===== config.mk =====
export PLATFORM = sky130hd
export DESIGN_NAME = muldiv_unit
export DESIGN_NICKNAME = d
export VERILOG_FILES = /design/src/rtl/muldiv_pkg.sv /design/src/rtl/muldiv_unit.sv
export SDC_FILE = /design/constraint.sdc
export NUM_CORES = 1
export LEC_CHECK = 0
export CAP_MARGIN = 20
export CORE_MARGIN = 1.5
export CORE_UTILIZATION = 55
export DETAILED_ROUTE_END_ITERATION = 6
export GPL_TIMING_DRIVEN = 0
export PLACE_DENSITY = 0.79
export SLEW_MARGIN = 0
export SYNTH_ARGS = -nofsm -noshare
export SYNTH_HDL_FRONTEND = slang
export SYNTH_SLANG_ARGS = --single-unit

===== constraint.sdc =====
create_clock -name clk -period 8.3 [get_ports clk]
set_input_delay 1.66 -clock clk [delete_from_list [all_inputs] [get_ports clk]]
set_output_delay 1.66 -clock clk [all_outputs]
set_load 0.005 [all_outputs]

===== src/rtl/muldiv_pkg.sv =====
// rtl/muldiv_pkg.sv - op encodings, FSM states and latency constant for muldiv_unit
package muldiv_pkg;

    localparam logic [1:0] OP_MULTU = 2'b00;
    localparam logic [1:0] OP_MULT  = 2'b01;
    localparam logic [1:0] OP_DIVU  = 2'b10;
    localparam logic [1:0] OP_DIV   = 2'b11;

    typedef logic [1:0] state_t;

    localparam state_t ST_IDLE = 2'd0;
    localparam state_t ST_RUN  = 2'd1;
    localparam state_t ST_FIX  = 2'd2;

    // Cycles from the cycle start is driven to the cycle done is high.
    function automatic int done_latency(input int width);
        return width + 2;
    endfunction

endpackage


===== src/rtl/muldiv_unit.sv =====
// rtl/muldiv_unit.sv - multi-cycle MULT/MULTU/DIV/DIVU unit with architectural HI/LO
// Multiply and divide share one 2*WIDTH accumulator and the operand-b register.
module muldiv_unit
    import muldiv_pkg::*;
#(
    parameter int WIDTH = 32
) (
    input  logic             clk,
    input  logic             rst,
    input  logic             start,
    input  logic [1:0]       op,
    input  logic [WIDTH-1:0] a,
    input  logic [WIDTH-1:0] b,
    input  logic             wr_hi,
    input  logic             wr_lo,
    input  logic [WIDTH-1:0] wr_data,
    output logic             busy,
    output logic             done,
    output logic             div_zero,
    output logic [WIDTH-1:0] hi,
    output logic [WIDTH-1:0] lo
);

    localparam int CW = (WIDTH > 1) ? $clog2(WIDTH) : 1;
    localparam logic [CW-1:0] LAST_STEP = CW'(WIDTH - 1);

    state_t              state_q, state_d;
    logic [CW-1:0]       cnt_q, cnt_d;
    logic [2*WIDTH-1:0]  acc_q, acc_d;
    logic [WIDTH-1:0]    opb_q, opb_d;
    logic                is_div_q, is_div_d;
    logic                neg_q, neg_d;
    logic                rem_neg_q, rem_neg_d;
    logic                dz_q, dz_d;
    logic                busy_q, busy_d;
    logic                done_q, done_d;
    logic                div_zero_q, div_zero_d;
    logic [WIDTH-1:0]    hi_q, hi_d;
    logic [WIDTH-1:0]    lo_q, lo_d;

    logic                op_is_div, op_signed;
    logic [WIDTH-1:0]    a_mag, b_mag;
    logic [WIDTH:0]      mul_sum;
    logic [2*WIDTH-1:0]  mul_next;
    logic [WIDTH:0]      rem_sh;
    logic                rem_ge;
    logic [WIDTH-1:0]    rem_sub;
    logic [2*WIDTH-1:0]  div_next;
    logic [2*WIDTH-1:0]  prod_fix;
    logic [WIDTH-1:0]    quo, rem, quo_fix, rem_fix;

    assign op_is_div = (op == OP_DIVU) || (op == OP_DIV);
    assign op_signed = (op == OP_MULT) || (op == OP_DIV);
    assign a_mag     = (op_signed && a[WIDTH-1]) ? (~a + 1'b1) : a;
    assign b_mag     = (op_signed && b[WIDTH-1]) ? (~b + 1'b1) : b;

    // Shift-add step: multiplier sits in the low half and is consumed LSB first.
    assign mul_sum  = {1'b0, acc_q[2*WIDTH-1:WIDTH]} + (acc_q[0] ? {1'b0, opb_q} : '0);
    assign mul_next = {mul_sum, acc_q[WIDTH-1:1]};

    // Restoring step: {remainder, dividend/quotient}; a zero divisor naturally
    // yields an all-ones quotient and the dividend as remainder.
    assign rem_sh   = acc_q[2*WIDTH-1:WIDTH-1];
    assign rem_ge   = rem_sh >= {1'b0, opb_q};
    assign rem_sub  = rem_sh[WIDTH-1:0] - opb_q;
    assign div_next = rem_ge ? {rem_sub, acc_q[WIDTH-2:0], 1'b1}
                             : {rem_sh[WIDTH-1:0], acc_q[WIDTH-2:0], 1'b0};

    assign prod_fix = neg_q ? (~acc_q + 1'b1) : acc_q;
    assign quo      = acc_q[WIDTH-1:0];
    assign rem      = acc_q[2*WIDTH-1:WIDTH];
    assign quo_fix  = dz_q ? '1 : (neg_q ? (~quo + 1'b1) : quo);
    assign rem_fix  = rem_neg_q ? (~rem + 1'b1) : rem;

    always_comb begin
        state_d    = state_q;
        cnt_d      = cnt_q;
        acc_d      = acc_q;
        opb_d      = opb_q;
        is_div_d   = is_div_q;
        neg_d      = neg_q;
        rem_neg_d  = rem_neg_q;
        dz_d       = dz_q;
        done_d     = 1'b0;
        div_zero_d = div_zero_q;
        hi_d       = hi_q;
        lo_d       = lo_q;

        case (state_q)
            ST_IDLE: begin
                if (wr_hi) hi_d = wr_data;
                if (wr_lo) lo_d = wr_data;
                if (start) begin
                    state_d    = ST_RUN;
                    cnt_d      = '0;
                    acc_d      = {{WIDTH{1'b0}}, a_mag};
                    opb_d      = b_mag;
                    is_div_d   = op_is_div;
                    neg_d      = op_signed && (a[WIDTH-1] ^ b[WIDTH-1]);
                    rem_neg_d  = op_signed && a[WIDTH-1];
                    dz_d       = op_is_div && (b == '0);
                    div_zero_d = 1'b0;
                end
            end
            ST_RUN: begin
                acc_d = is_div_q ? div_next : mul_next;
                cnt_d = cnt_q + 1'b1;
                if (cnt_q == LAST_STEP) state_d = ST_FIX;
            end
            ST_FIX: begin
                state_d = ST_IDLE;
                done_d  = 1'b1;
                if (is_div_q) begin
                    hi_d       = rem_fix;
                    lo_d       = quo_fix;
                    div_zero_d = dz_q;
                end else begin
                    hi_d = prod_fix[2*WIDTH-1:WIDTH];
                    lo_d = prod_fix[WIDTH-1:0];
                end
            end
            default: state_d = ST_IDLE;
        endcase

        busy_d = (state_d != ST_IDLE);
    end

    always_ff @(posedge clk) begin
        if (rst) begin
            state_q    <= ST_IDLE;
            cnt_q      <= '0;
            acc_q      <= '0;
            opb_q      <= '0;
            is_div_q   <= 1'b0;
            neg_q      <= 1'b0;
            rem_neg_q  <= 1'b0;
            dz_q       <= 1'b0;
            busy_q     <= 1'b0;
            done_q     <= 1'b0;
            div_zero_q <= 1'b0;
            hi_q       <= '0;
            lo_q       <= '0;
        end else begin
            state_q    <= state_d;
            cnt_q      <= cnt_d;
            acc_q      <= acc_d;
            opb_q      <= opb_d;
            is_div_q   <= is_div_d;
            neg_q      <= neg_d;
            rem_neg_q  <= rem_neg_d;
            dz_q       <= dz_d;
            busy_q     <= busy_d;
            done_q     <= done_d;
            div_zero_q <= div_zero_d;
            hi_q       <= hi_d;
            lo_q       <= lo_d;
        end
    end

    assign busy     = busy_q;
    assign done     = done_q;
    assign div_zero = div_zero_q;
    assign hi       = hi_q;
    assign lo       = lo_q;

endmodule

==> flow_summary.json <==
{
  "reg_to_reg_start": "acc_q[0]",
  "maxSlewViolCount": 0,
  "clk_transition_reported_paths_ps": 80,
  "wl_per_cell_um": 22.0,
  "grt_overflow": 0,
  "place_congestion": 0.974,
  "clock_power_share_pct": 33.0,
  "worst_reg2reg_setup_slack_ps": 3910,
  "yosys_warnings": 0,
  "postCtsSetupRepairBufs": 0,
  "floorplan.rows": 57,
  "top_layer": "met4",
  "multi_input_area_um2": 9540,
  "worstSetupEndpointType": "flip-flop",
  "cts_sinks": 174,
  "worst-path-stages": 9,
  "cts_hold_buffers": 0,
  "cp_data_arrival_time_ps": 4890,
  "max_slew_margin_pct": 24.2,
  "ys_ff_latch": 174,
  "synth.net_count": 2007,
  "wl_met1_um": 21600,
  "setup_violating_endpoint_count_in_the_final_report": 0,
  "finalHoldViolations": 0,
  "routed-wl-met3_um": 6040,
  "floorplan.initialDensity_pct": 56.2,
  "synthCells": 1832,
  "path_delay_family": "simple AND/OR/NAND/NOR gates",
  "fmax_mhz": 221,
  "drtPass1Iterations": 7,
  "synth_enable_flop_cells": 0,
  "grt_pass1_wl_um": 78700,
  "status": "finished clean",
  "ctsRootBufferMaster": "sky130_fd_sc_hd__clkbuf_16",
  "drtAntennaViolNets": 0,
  "syn-mean-instance-area_um2": 7.49,
  "grt_setup_unrepaired": "false",
  "finalWirelength_um": 51800,
  "seqCellArea_um2": 3480,
  "die_x_extent_um": 161,
  "drc": 0,
  "drive_gt1_share_pct": 3.49,
  "cellPowerDensity_nw_per_um2": 156,
  "critical_path_cell_by_cell": "clkdlybuf4s50_1 > or4_1 > or3_1 > nor4b_1 > nand2_1 > o31ai_1 > o21ai_0 > xnor2_1 > a211oi_1",
  "design.die.area_um2": 25900,
  "num_io_pins": 170,
  "net-switching-power_w": 0.000905,
  "tightest_slew_ps": 1130,
  "antenna-diode-count": 0,
  "cts_made_buffers": 17,
  "global_route.usage.total_pct": 39.1,
  "cts-htree-levels": 4,
  "timing.critical_path.slowest_cell_delay_ps": 620,
  "ir_drop_mv": 0.138,
  "max_cap_violations": 0,
  "vias_per_cell": 6.45,
  "timing.rr.end": "acc_q[63]",
  "nNetsFinal": 2194,
  "crit_type": "input pin to flip-flop",
  "dpl.hpwl_um": 41100,
  "synth_async_sr_flop_share_pct": 0,
  "worst-endpoint-required_ps": 8660,
  "syn_area_um2": 13700,
  "antenna_violations_before_repair": 0,
  "p_int_w": 0.00165,
  "worst-path-buf-inv": 1,
  "layout-area-overhead-vs-synth_pct": 19.5,
  "filler_cell_count": 2166,
  "post-route-cell-area_um2": 16400,
  "finClkSkew_ps": 15.1,
  "cts-root-to-sink-buffers": 2,
  "synth.area.top_cells": "sky130_fd_sc_hd__dfxtp_1 25%, sky130_fd_sc_hd__xnor2_1 7.0%, sky130_fd_sc_hd__a21oi_1 6.4%, sky130_fd_sc_hd__ha_1 6.4%, sky130_fd_sc_hd__nor2_1 6.2%",
  "grt_max_degree": 17,
  "worstPathMaxFanout": 4,
  "cts-resized-gates": 0,
  "holdCritPathClass": "flip-flop to flip-flop",
  "yosys.cell_types.count": 74,
  "floorplan.die.height_um": 161,
  "final_min_period_over_clock_period_pct": 54.6,
  "netlist.area_leader.share_pct": 25.4,
  "worstHoldEndpoint": "lo[26]",
  "worst_hold_path.num_cells": 2,
  "pwr-share-seq_pct": 37.0,
  "routed_vias": 15200,
  "placed_cell_area_um2": 15800,
  "buffers_on_ports": 168,
  "min_from": "lo[26]",
  "detailedRoute.firstIterationViolations": 1887,
  "leakage_nw": 6.26,
  "switching_portion_of_total_power_pct": 35.4,
  "synth.largest_area_cell": "sky130_fd_sc_hd__dfxtp_1",
  "met2RoutedLength_um": 22900,
  "reg2regPathDepth": 13,
  "insertion_delay_ps": 450,
  "final.min_clock_period_ps": 4530,
  "cts_tree": "yes",
  "pwr-share-comb_pct": 30.1,
  "synth_seq_area_share_pct": 25.4,
  "totalNegativeSetupSlack_ps": 0,
  "dominantRegCellSynth": "sky130_fd_sc_hd__dfxtp_1",
  "critical_path.slowest_cell": "sky130_fd_sc_hd__nor4b_1",
  "grt_pass1_vias": 14100,
  "startpoint_type": "input pin",
  "placeableCoreArea_um2": 24400
}
-- cells in the final DEF, fill, tap and decap left out, types with 38 or more instances in the layout --
cell type / n
sky130_fd_sc_hd__a211oi_1: 63
sky130_fd_sc_hd__a21oi_1: 175
sky130_fd_sc_hd__clkbuf_1: 93
sky130_fd_sc_hd__clkdlybuf4s50_1: 168
sky130_fd_sc_hd__dfxtp_1: 174
sky130_fd_sc_hd__ha_1: 70
sky130_fd_sc_hd__inv_1: 65
sky130_fd_sc_hd__mux2i_1: 51
sky130_fd_sc_hd__nand2_1: 172
sky130_fd_sc_hd__nor2_1: 228
sky130_fd_sc_hd__nor3_1: 38
sky130_fd_sc_hd__o21ai_0: 105
sky130_fd_sc_hd__xnor2_1: 110
sky130_fd_sc_hd__xor2_1: 58
-- cell type report --
cell class,count,share of cell area (%)
Multi-Input combinational cell,1480,58.2
Tap cell,324,2.47
Sequential cell,174,21.3
Buffer,112,2.75
Inverter,66,1.51
Clock inverter,13,0.924
Clock buffer,19,2.64
Timing Repair Buffer,168,10.3
-- kinds of logic (layout without fill, tap and decap cells) --
logic type,after synthesis,count (layout),share of synthesized area (%)
and+or+nand+nor,612,612,20.6
AOI/OAI and AO/OA,575,575,27.6
buffers and inverters,178,378,5.09
DFF,174,174,25.4
xor gates and xnor gates,168,168,10.7
adders and majority gates,72,72,6.68
muxes,53,53,3.89
-- worst reg2reg max path, delay by kind of cell, from the launching register on --
kind	cells	cell delay, ps
adders and majority gates	1	370
buffers and inverters	2	730
and+or+nand+nor	2	380
DFF	1	430
AOI/OAI and AO/OA	8	2360
-- synth_stat cells (11+ instances only) --
master and instances:
sky130_fd_sc_hd__a211oi_1 63, sky130_fd_sc_hd__a21o_1 23, sky130_fd_sc_hd__a21oi_1 175, sky130_fd_sc_hd__a22oi_1 15
sky130_fd_sc_hd__and2_1 14, sky130_fd_sc_hd__clkbuf_1 91, sky130_fd_sc_hd__dfxtp_1 174, sky130_fd_sc_hd__ha_1 70
sky130_fd_sc_hd__inv_1 65, sky130_fd_sc_hd__mux2i_1 51, sky130_fd_sc_hd__nand2_1 172, sky130_fd_sc_hd__nand2b_1 19
sky130_fd_sc_hd__nand3_1 27, sky130_fd_sc_hd__nand4_1 16, sky130_fd_sc_hd__nor2_1 228, sky130_fd_sc_hd__nor2b_1 12
sky130_fd_sc_hd__nor3_1 39, sky130_fd_sc_hd__nor4_1 13, sky130_fd_sc_hd__o21ai_0 105, sky130_fd_sc_hd__o221ai_1 34
sky130_fd_sc_hd__o22ai_1 11, sky130_fd_sc_hd__o31ai_1 24, sky130_fd_sc_hd__o41ai_1 13, sky130_fd_sc_hd__or2_2 11
sky130_fd_sc_hd__or3_1 23, sky130_fd_sc_hd__xnor2_1 110, sky130_fd_sc_hd__xor2_1 58
-- power groups by stage --
stage | logic (W) | registers (W) | clock network (W)
4_1_cts | 0.000747 | 0.000943 | 0.000842
5_1_grt | 0.000825 | 0.000951 | 0.000872
3_3_place_gp | 0.000734 | 0.000959 | 0
6_report | 0.000769 | 0.000946 | 0.000843
2_1_floorplan | 0.000477 | 0.000946 | 0
3_5_place_dp | 0.000742 | 0.000962 | 0
-- sequential cells by signal (all words and copies together) (netlist names), 2 cells and up --
name     flops
acc_q       64
cnt_q        5
hi          32
lo          32
opb_q       32
state_q      2
-- per-stage QoR --
| step | worst slack, ps | power [W] | hold WS [ps] | std cells | util (%) |
|---|---|---|---|---|---|
| floorplan | 4280 | 0.00142 | 432 | 1832 | - |
| global placement | 3480 | 0.00169 | 437 | 2324 | 64.8 |
| detailed placement | 3330 | 0.00170 | 445 | 2324 | 64.8 |
| CTS | 3790 | 0.00253 | 457 | 2356 | 67.2 |
| global route | 3520 | 0.00265 | 474 | 2356 | 67.2 |
| finish | 3770 | 0.00256 | 454 | 2356 | 67.2 |
-- per-layer routing --
metal	global-route usage, %	vias to the layer above
met1	52.5	7160
met3	11.1	112
met4	11.2	0
met5	0	-
li1	-	7036
met2	61.2	886
-- worst max path at each step --
| stage | startpoint | end | slack, ps |
|---|---|---|---|
| 2_1_floorplan | a[9] | acc_q[29] | 4280 |
| 3_5_place_dp | a[9] | acc_q[29] | 3330 |
| 4_1_cts | a[9] | acc_q[29] | 3790 |
| 5_1_grt | a[7] | acc_q[29] | 3520 |
| 6_report | a[9] | acc_q[29] | 3770 |
| 3_3_place_gp | a[9] | acc_q[29] | 3480 |
No activity file was read; power rests on OpenSTA's default activity.
